==> config.mk <==
export PLATFORM = sky130hd
export DESIGN_NAME = io_bus_arbiter
export DESIGN_NICKNAME = d
export VERILOG_FILES = /design/src/rtl/io_bus_arbiter.sv
export SDC_FILE = /design/constraint.sdc
export NUM_CORES = 1
export LEC_CHECK = 0
export CAP_MARGIN = 20
export CORE_AREA = 8 8 116 118
export CTS_BUF_LIST = sky130_fd_sc_hd__clkbuf_16
export CTS_CLUSTER_DIAMETER = 40
export DETAILED_ROUTE_END_ITERATION = 6
export DIE_AREA = 0 0 124 126
export PLACE_DENSITY = 0.85
export SLEW_MARGIN = 30
export SYNTH_ARGS = -nofsm -noshare
export SYNTH_HDL_FRONTEND = slang
export SYNTH_SLANG_ARGS = --single-unit
==> constraint.sdc <==
create_clock -name sys_clk -period 2.6 [get_ports sys_clk]
set_input_delay 0.39 -clock sys_clk [delete_from_list [all_inputs] [get_ports sys_clk]]
set_output_delay 0.39 -clock sys_clk [all_outputs]
set_load 0.03 [all_outputs]
==> src/rtl/io_bus_arbiter.sv <==
// io_bus_arbiter: round-robin arbiter and IO strobe sequencer for two requesters.
// Define IO_ARB_TIMEOUT_EN to build the saturating read-timeout counter and err reporting.
module io_bus_arbiter #(
    parameter int unsigned TO_W = 4
) (
    input  logic        sys_clk,
    input  logic        reset,
    input  logic        req0,
    input  logic        req1,
    input  logic        wr0,
    input  logic        wr1,
    input  logic [31:0] addr0,
    input  logic [31:0] addr1,
    input  logic [31:0] wdata0,
    input  logic [31:0] wdata1,
    output logic        ack0,
    output logic        ack1,
    output logic [31:0] rdata,
    output logic        err,
    output logic        busy,
    output logic        io_cs,
    output logic        io_rd,
    output logic        io_wr,
    output logic [31:0] io_addr,
    output logic [31:0] io_wdata,
    input  logic [31:0] io_rdata,
    input  logic        io_rdy
);

    localparam int unsigned DW = 32;

    typedef enum logic [1:0] {
        IDLE  = 2'd0,
        WRITE = 2'd1,
        READ  = 2'd2,
        DONE  = 2'd3
    } state_t;

    state_t        state_q, state_d;
    logic          last_grant_q, last_grant_d;
    logic          win;
    logic [DW-1:0] addr_q, addr_d;
    logic [DW-1:0] wdata_q, wdata_d;
    logic [DW-1:0] rdata_q, rdata_d;
    logic          cs_q, cs_d;
    logic          rd_q, rd_d;
    logic          wr_q, wr_d;
    logic          ack0_q, ack0_d;
    logic          ack1_q, ack1_d;
    logic          busy_q, busy_d;
    logic          rd_abort;

`ifdef IO_ARB_TIMEOUT_EN
    localparam logic [TO_W-1:0] TO_MAX = '1;

    logic [TO_W-1:0] to_cnt_q, to_cnt_d, to_inc;
    logic            err_q, err_d;

    // Saturating increment; abort on the edge where the count would reach its limit.
    assign to_inc   = (to_cnt_q == TO_MAX) ? to_cnt_q : to_cnt_q + TO_W'(1);
    assign rd_abort = !io_rdy && (to_inc == TO_MAX);

    always_comb begin
        to_cnt_d = '0;
        if (state_q == READ && !io_rdy) begin
            to_cnt_d = to_inc;
        end
    end

    always_comb begin
        err_d = err_q;
        if (state_q == READ && !io_rdy && rd_abort) begin
            err_d = 1'b1;
        end else if (state_d == DONE) begin
            err_d = 1'b0;
        end
    end

    always_ff @(posedge sys_clk or negedge reset) begin
        if (!reset) begin
            to_cnt_q <= '0;
            err_q    <= 1'b0;
        end else begin
            to_cnt_q <= to_cnt_d;
            err_q    <= err_d;
        end
    end

    assign err = err_q;
`else
    logic [TO_W-1:0] unused_to_w;

    assign unused_to_w = '0;
    assign rd_abort    = 1'b0;
    assign err         = 1'b0;
`endif

    // Next-state, latched transaction fields and registered output decode.
    always_comb begin
        state_d      = state_q;
        last_grant_d = last_grant_q;
        addr_d       = addr_q;
        wdata_d      = wdata_q;
        rdata_d      = rdata_q;
        win          = (req0 && req1) ? !last_grant_q : req1;

        case (state_q)
            IDLE: begin
                if (req0 || req1) begin
                    last_grant_d = win;
                    addr_d       = win ? addr1 : addr0;
                    wdata_d      = win ? wdata1 : wdata0;
                    state_d      = (win ? wr1 : wr0) ? WRITE : READ;
                end
            end
            WRITE: state_d = DONE;
            READ: begin
                if (io_rdy) begin
                    rdata_d = io_rdata;
                    state_d = DONE;
                end else if (rd_abort) begin
                    rdata_d = '0;
                    state_d = DONE;
                end
            end
            DONE:    state_d = IDLE;
            default: state_d = IDLE;
        endcase

        cs_d   = (state_d == WRITE) || (state_d == READ);
        rd_d   = (state_d == READ);
        wr_d   = (state_d == WRITE);
        ack0_d = (state_d == DONE) && !last_grant_d;
        ack1_d = (state_d == DONE) && last_grant_d;
        busy_d = (state_d != IDLE);
    end

    always_ff @(posedge sys_clk or negedge reset) begin
        if (!reset) begin
            state_q      <= IDLE;
            last_grant_q <= 1'b1;
            addr_q       <= '0;
            wdata_q      <= '0;
            rdata_q      <= '0;
            cs_q         <= 1'b0;
            rd_q         <= 1'b0;
            wr_q         <= 1'b0;
            ack0_q       <= 1'b0;
            ack1_q       <= 1'b0;
            busy_q       <= 1'b0;
        end else begin
            state_q      <= state_d;
            last_grant_q <= last_grant_d;
            addr_q       <= addr_d;
            wdata_q      <= wdata_d;
            rdata_q      <= rdata_d;
            cs_q         <= cs_d;
            rd_q         <= rd_d;
            wr_q         <= wr_d;
            ack0_q       <= ack0_d;
            ack1_q       <= ack1_d;
            busy_q       <= busy_d;
        end
    end

    assign ack0     = ack0_q;
    assign ack1     = ack1_q;
    assign rdata    = rdata_q;
    assign busy     = busy_q;
    assign io_cs    = cs_q;
    assign io_rd    = rd_q;
    assign io_wr    = wr_q;
    assign io_addr  = addr_q;
    assign io_wdata = wdata_q;

endmodule
-- After elaboration in Yosys (flattened, before gate mapping)
Index checks and enable logic that the tools add are counted.
- register bits: 105
- input bits: 167
- output and inout port bits: 103
- logic and storage cells: 38
- equal/unequal tests: 6
- multiplexer cells: 10
- reductions and logical operators: 11
- operator list (kind ; count):
    $mux 32 ; 2
    $eq 2x2->1 const B ; 4
    $pmux 2 s4 ; 1
    $mux 2 ; 3
    $eq 2x1->1 const B ; 2
    $mux 1 ; 4
    $reduce_and 2->1 ; 2
    $logic_and 1x1->1 ; 3
    $logic_not 1->1 ; 2
    $logic_not 2->1 ; 1
    $logic_or 1x1->1 ; 2
    $reduce_bool 2->1 ; 1

-- Depth between registers and ports, before layout
- word-level depth: 8
- mapped depth: 7
- depth with buffers taken out: 7

-- Least setup slack after synthesis
Ideal clock, no wire load.
- path type: reg-to-reg
- start point: register state_q[0]
- end point: register ack0_q (netlist: ack0)
- setup time: 0.127 ns
- arrival time: 1.511 ns
- required time: 2.473 ns
- path slack: 0.963 ns
- stages on the path, launching flop included: 7
- buffers on the path: 0
- period minus slack after synthesis: 1.637 ns
- cell sequence: dfrtp_1 inv_1 ha_1 o21ai_1 o32a_1 ha_1 nor2b_1
- word-level cells in the longest chain between the ends: 4
- elaborated cells on any way between the ends: 11
- those cells by class: 4 x eq/ne; 4 x mux; 3 x reduce/logical
- RTL lines (item ; line ; RTL):
    start, declared ; 39 ; state_t state_q, state_d;
    start signal, assigned ; 152 ; state_q <= state_d;
    $eq 2x2->1 (tied with other cells) ; 107 ; case (state_q)
    $pmux 2 s4 * ; 107 ;
    via state_d[1] ; 39 ;
    $eq 2x2->1 * ; 133 ; ack0_d = (state_d == DONE) && !last_grant_d;
    $logic_and 1x1->1 * ; 133 ;
    via ack0_d ; 48 ; logic ack0_q, ack0_d;
    end signal, assigned ; 160 ; ack0_q <= ack0_d;
    end, declared ; 48 ;
The timed path passes the listed nets; every way through them passes the cells marked *.
A chain may end at the register's enable or synchronous reset.

-- Final worst setup path
- start point: input port req0
- end point: register wdata_q[4] (netlist: io_wdata[4])
- word-level cells in the longest chain between the ends: 3
- elaborated cells on any way between the ends: 5
- those cells by class: 2 x mux; 3 x reduce/logical
- RTL lines (item ; line ; RTL):
    start, declared ; 8 ; input logic req0,
    $logic_and 1x1->1 ; 105 ; win = (req0 && req1) ? !last_grant_q : req1;
    $mux 1 ; 105 ;
    $mux 32 ; 112 ; wdata_d = win ? wdata1 : wdata0;
    end signal, assigned ; 155 ; wdata_q <= wdata_d;
    end, declared ; 43 ; logic [DW-1:0] wdata_q, wdata_d;
Several ways; a longest one is shown, not always the timed one.

==> metrics <==
largest area contributor in the netlist dfrtp_1; CTS Buf Count 9; Arr. time, crit path 2.21 ns; Clock Sinks 105; DP Worst Slack 0.3145 ns; Power Dens Cells 1267 nW/µm²; syn_nets 632; synthesized area per cell 10.16 µm²; Resize count post-CTS 0; Sw Share 43.13%; synth top area cells dfrtp_1, nand2_1, a31oi_1; post-route setup slack 0.6303 ns; commonest cells after routing, fill and taps aside clkdlybuf4s50_1, nand2_1, dfrtp_1; Internal 5.472 mW; post-route antenna net violation count 0; antenna violations before repair 0; Seq cells post-synth 105; skew final 0.009390 ns; DP Wirelength 11880 µm; Clock transition at path regs 0.07 ns; Top Ports 270; Peak Freq 507.7 MHz; Setup Crit Path Kind in2reg; Main synth FF type dfrtp_1; Netlist Area Pre-Place 4644 µm²; Setup Total Neg Slack 0 ns; Core Rows 40; post-synthesis compound-gate area fraction 10.56%; most common cell after layout, fill and taps aside clkdlybuf4s50_1; grt ovf 0; largest net degree at the start of global routing 106; Synth top area share 56.03%; Synth Area in Adders 2.155%; Area Growth Syn to Fin 63.47%; first-pass GRT wire length 23570 µm; crit start category primary input; routed via count 4335; Setup crit end kind flip-flop; core area 11710 µm²; root buffer cell clkbuf_16; hold crit path type in2async; worst-margin pin slew 0.7080 ns; CTS tree yes; Final Non-Filler Cells 862; Placed Instances 847; Post-route DRC 0; share of cells above drive strength 1 7.972%; Clock Power Share 12.7%; final hold vios 0; All-Layer GR Usage 19.10%; crit path max fanout 64; Async SR Flop Fraction 100.0%; Leak 3.160 nW; outcome finished clean; Seq pwr share 30.3%; WL/cell 17.96 µm; MaxCap Viol Count 0; Ant. Diodes 0; clk buf depth 2; Post-CTS Setup Inserts 0; largest family of logic cells by synthesized area simple AND/OR/NAND/NOR gates; EDFF count, synth 0; vias in the first global route 4511; initial core utilization 39.66%; combinational power share 57.0%; worst-skew pair later-pin latency 0.33 ns; NetSw 4.150 mW; Synth Area in Simple Gates 16.51%; Unique masters post-synth 24; XOR/XNOR share of the synthesized area 0%; mux contribution to synthesized area 7.759%; maximum vdd drop 0.9143 mV; CTS Hold Bufs 0; die area 15620 µm²; port bufs 268; fin crit share 75.76%; minimum clock period 1.970 ns; Gate Count Post-Synth 457; DRT iter0 DRCs 300; synth warn 0; CTS H-Tree Depth 3; Seq/Total Area, Yosys 56.60%; final slew viol count 0; endpoints failing setup 0; die height 126 µm; Die X-Extent 124 µm; GPL Wtd Cong 0.8569; critical path data required time 2.84 ns; Total Wirelength 15480 µm; Rel. slew slack 52.80%; Vias/cell 5.029; RSZ-0062 raised after global routing false; DRT Pass-1 Iters 5; Final #Nets 886
[cell families (layout without fill, tap and decap cells)]
kind of cell	Yosys count	count (layout)
compound gates	75	75
fa+ha+maj	8	8
buf+inv	35	293
flops	105	105
mux	32	32
other cells	1	1
simple gates	201	201
[per-stage QoR]
stage	cell area [µm²]	hold WS (ns)	util [%]	power [mW]
after floorplan	4644	0.09441	-	6.122
after global routing	7592	0.1604	64.83	10.15
final	7592	0.07659	64.83	9.622
after detailed placement	7331	0.4928	62.60	8.475
after global placement	7331	0.4855	62.60	8.293
after CTS	7592	0.1379	64.83	9.714
[path summary, 6_finish.rpt]
kind,depth (start not counted),end,slack (ns),start
max in group asynchronous,2,io_wdata[23]$_DFFE_PN0P_,2.02,reset
worst min register to register,1,rdata[19]$_DFFE_PN0P_,0.51,rdata[19]$_DFFE_PN0P_
worst max register to register,5,io_cs$_DFF_PN0_,0.64,state_q[0]$_DFF_PN0_
worst min-delay path,2,io_cs$_DFF_PN0_,0.08,reset
worst max-delay path,5,io_wdata[4]$_DFFE_PN0P_,0.63,req0
min in group sys_clk,1,rdata[19]$_DFFE_PN0P_,0.51,rdata[19]$_DFFE_PN0P_
[cell usage after synthesis, types with 3 or more instances]
cell and instances:
inv_1 3, mux2_2 32, ha_1 8, nand2_1 129, dfrtp_1 104, buf_4 8, nor2_1 66, buf_12 6
a31oi_1 65, buf_2 16
[flip-flops by register name, indices dropped and copies added, names as in the netlist]
name and count:
ack0 1, ack1 1, busy 1, io_addr 32, io_cs 1, io_rd 1
io_wdata 32, io_wr 1, last_grant_q 1, rdata 32, state_q 2
[routing by layer]
| metal | global-route usage [%] | vias up | part of all wire (%) |
|---|---|---|---|
| met5 | 0 | - | 0 |
| met4 | 8.824 | 0 | 3.0 |
| met3 | 4.826 | 35 | 9.0 |
| met2 | 33.84 | 213 | 51 |
| met1 | 20.66 | 2048 | 37 |
| li1 | - | 2039 | - |
[power by group through the flow]
stage | clock (mW) | combinational [mW] | sequential, mW
after detailed placement | 0 | 5.53 | 2.94
after global placement | 0 | 5.40 | 2.89
after floorplan | 0 | 1.63 | 4.49
final | 1.22 | 5.49 | 2.92
after CTS | 1.25 | 5.55 | 2.92
after global routing | 1.31 | 5.83 | 3.01
[final cells by class]
cell class	count	area, µm²
timing repair buffer	275	2770
clock inverter	6	36.28
sequential	105	2629
tap	147	183.9
multi-input combinational	317	1737
inverter	3	11.26
clock buffer	9	225.2
fill	933	4119
[critical path, stage by stage]
cell,delay (ns)
clkdlybuf4s50_1,0.67
a21bo_2,0.21
buf_4,0.54
nand2_1,0.13
a31oi_1,0.21
Note: power is estimated with default switching activity, not from simulation.
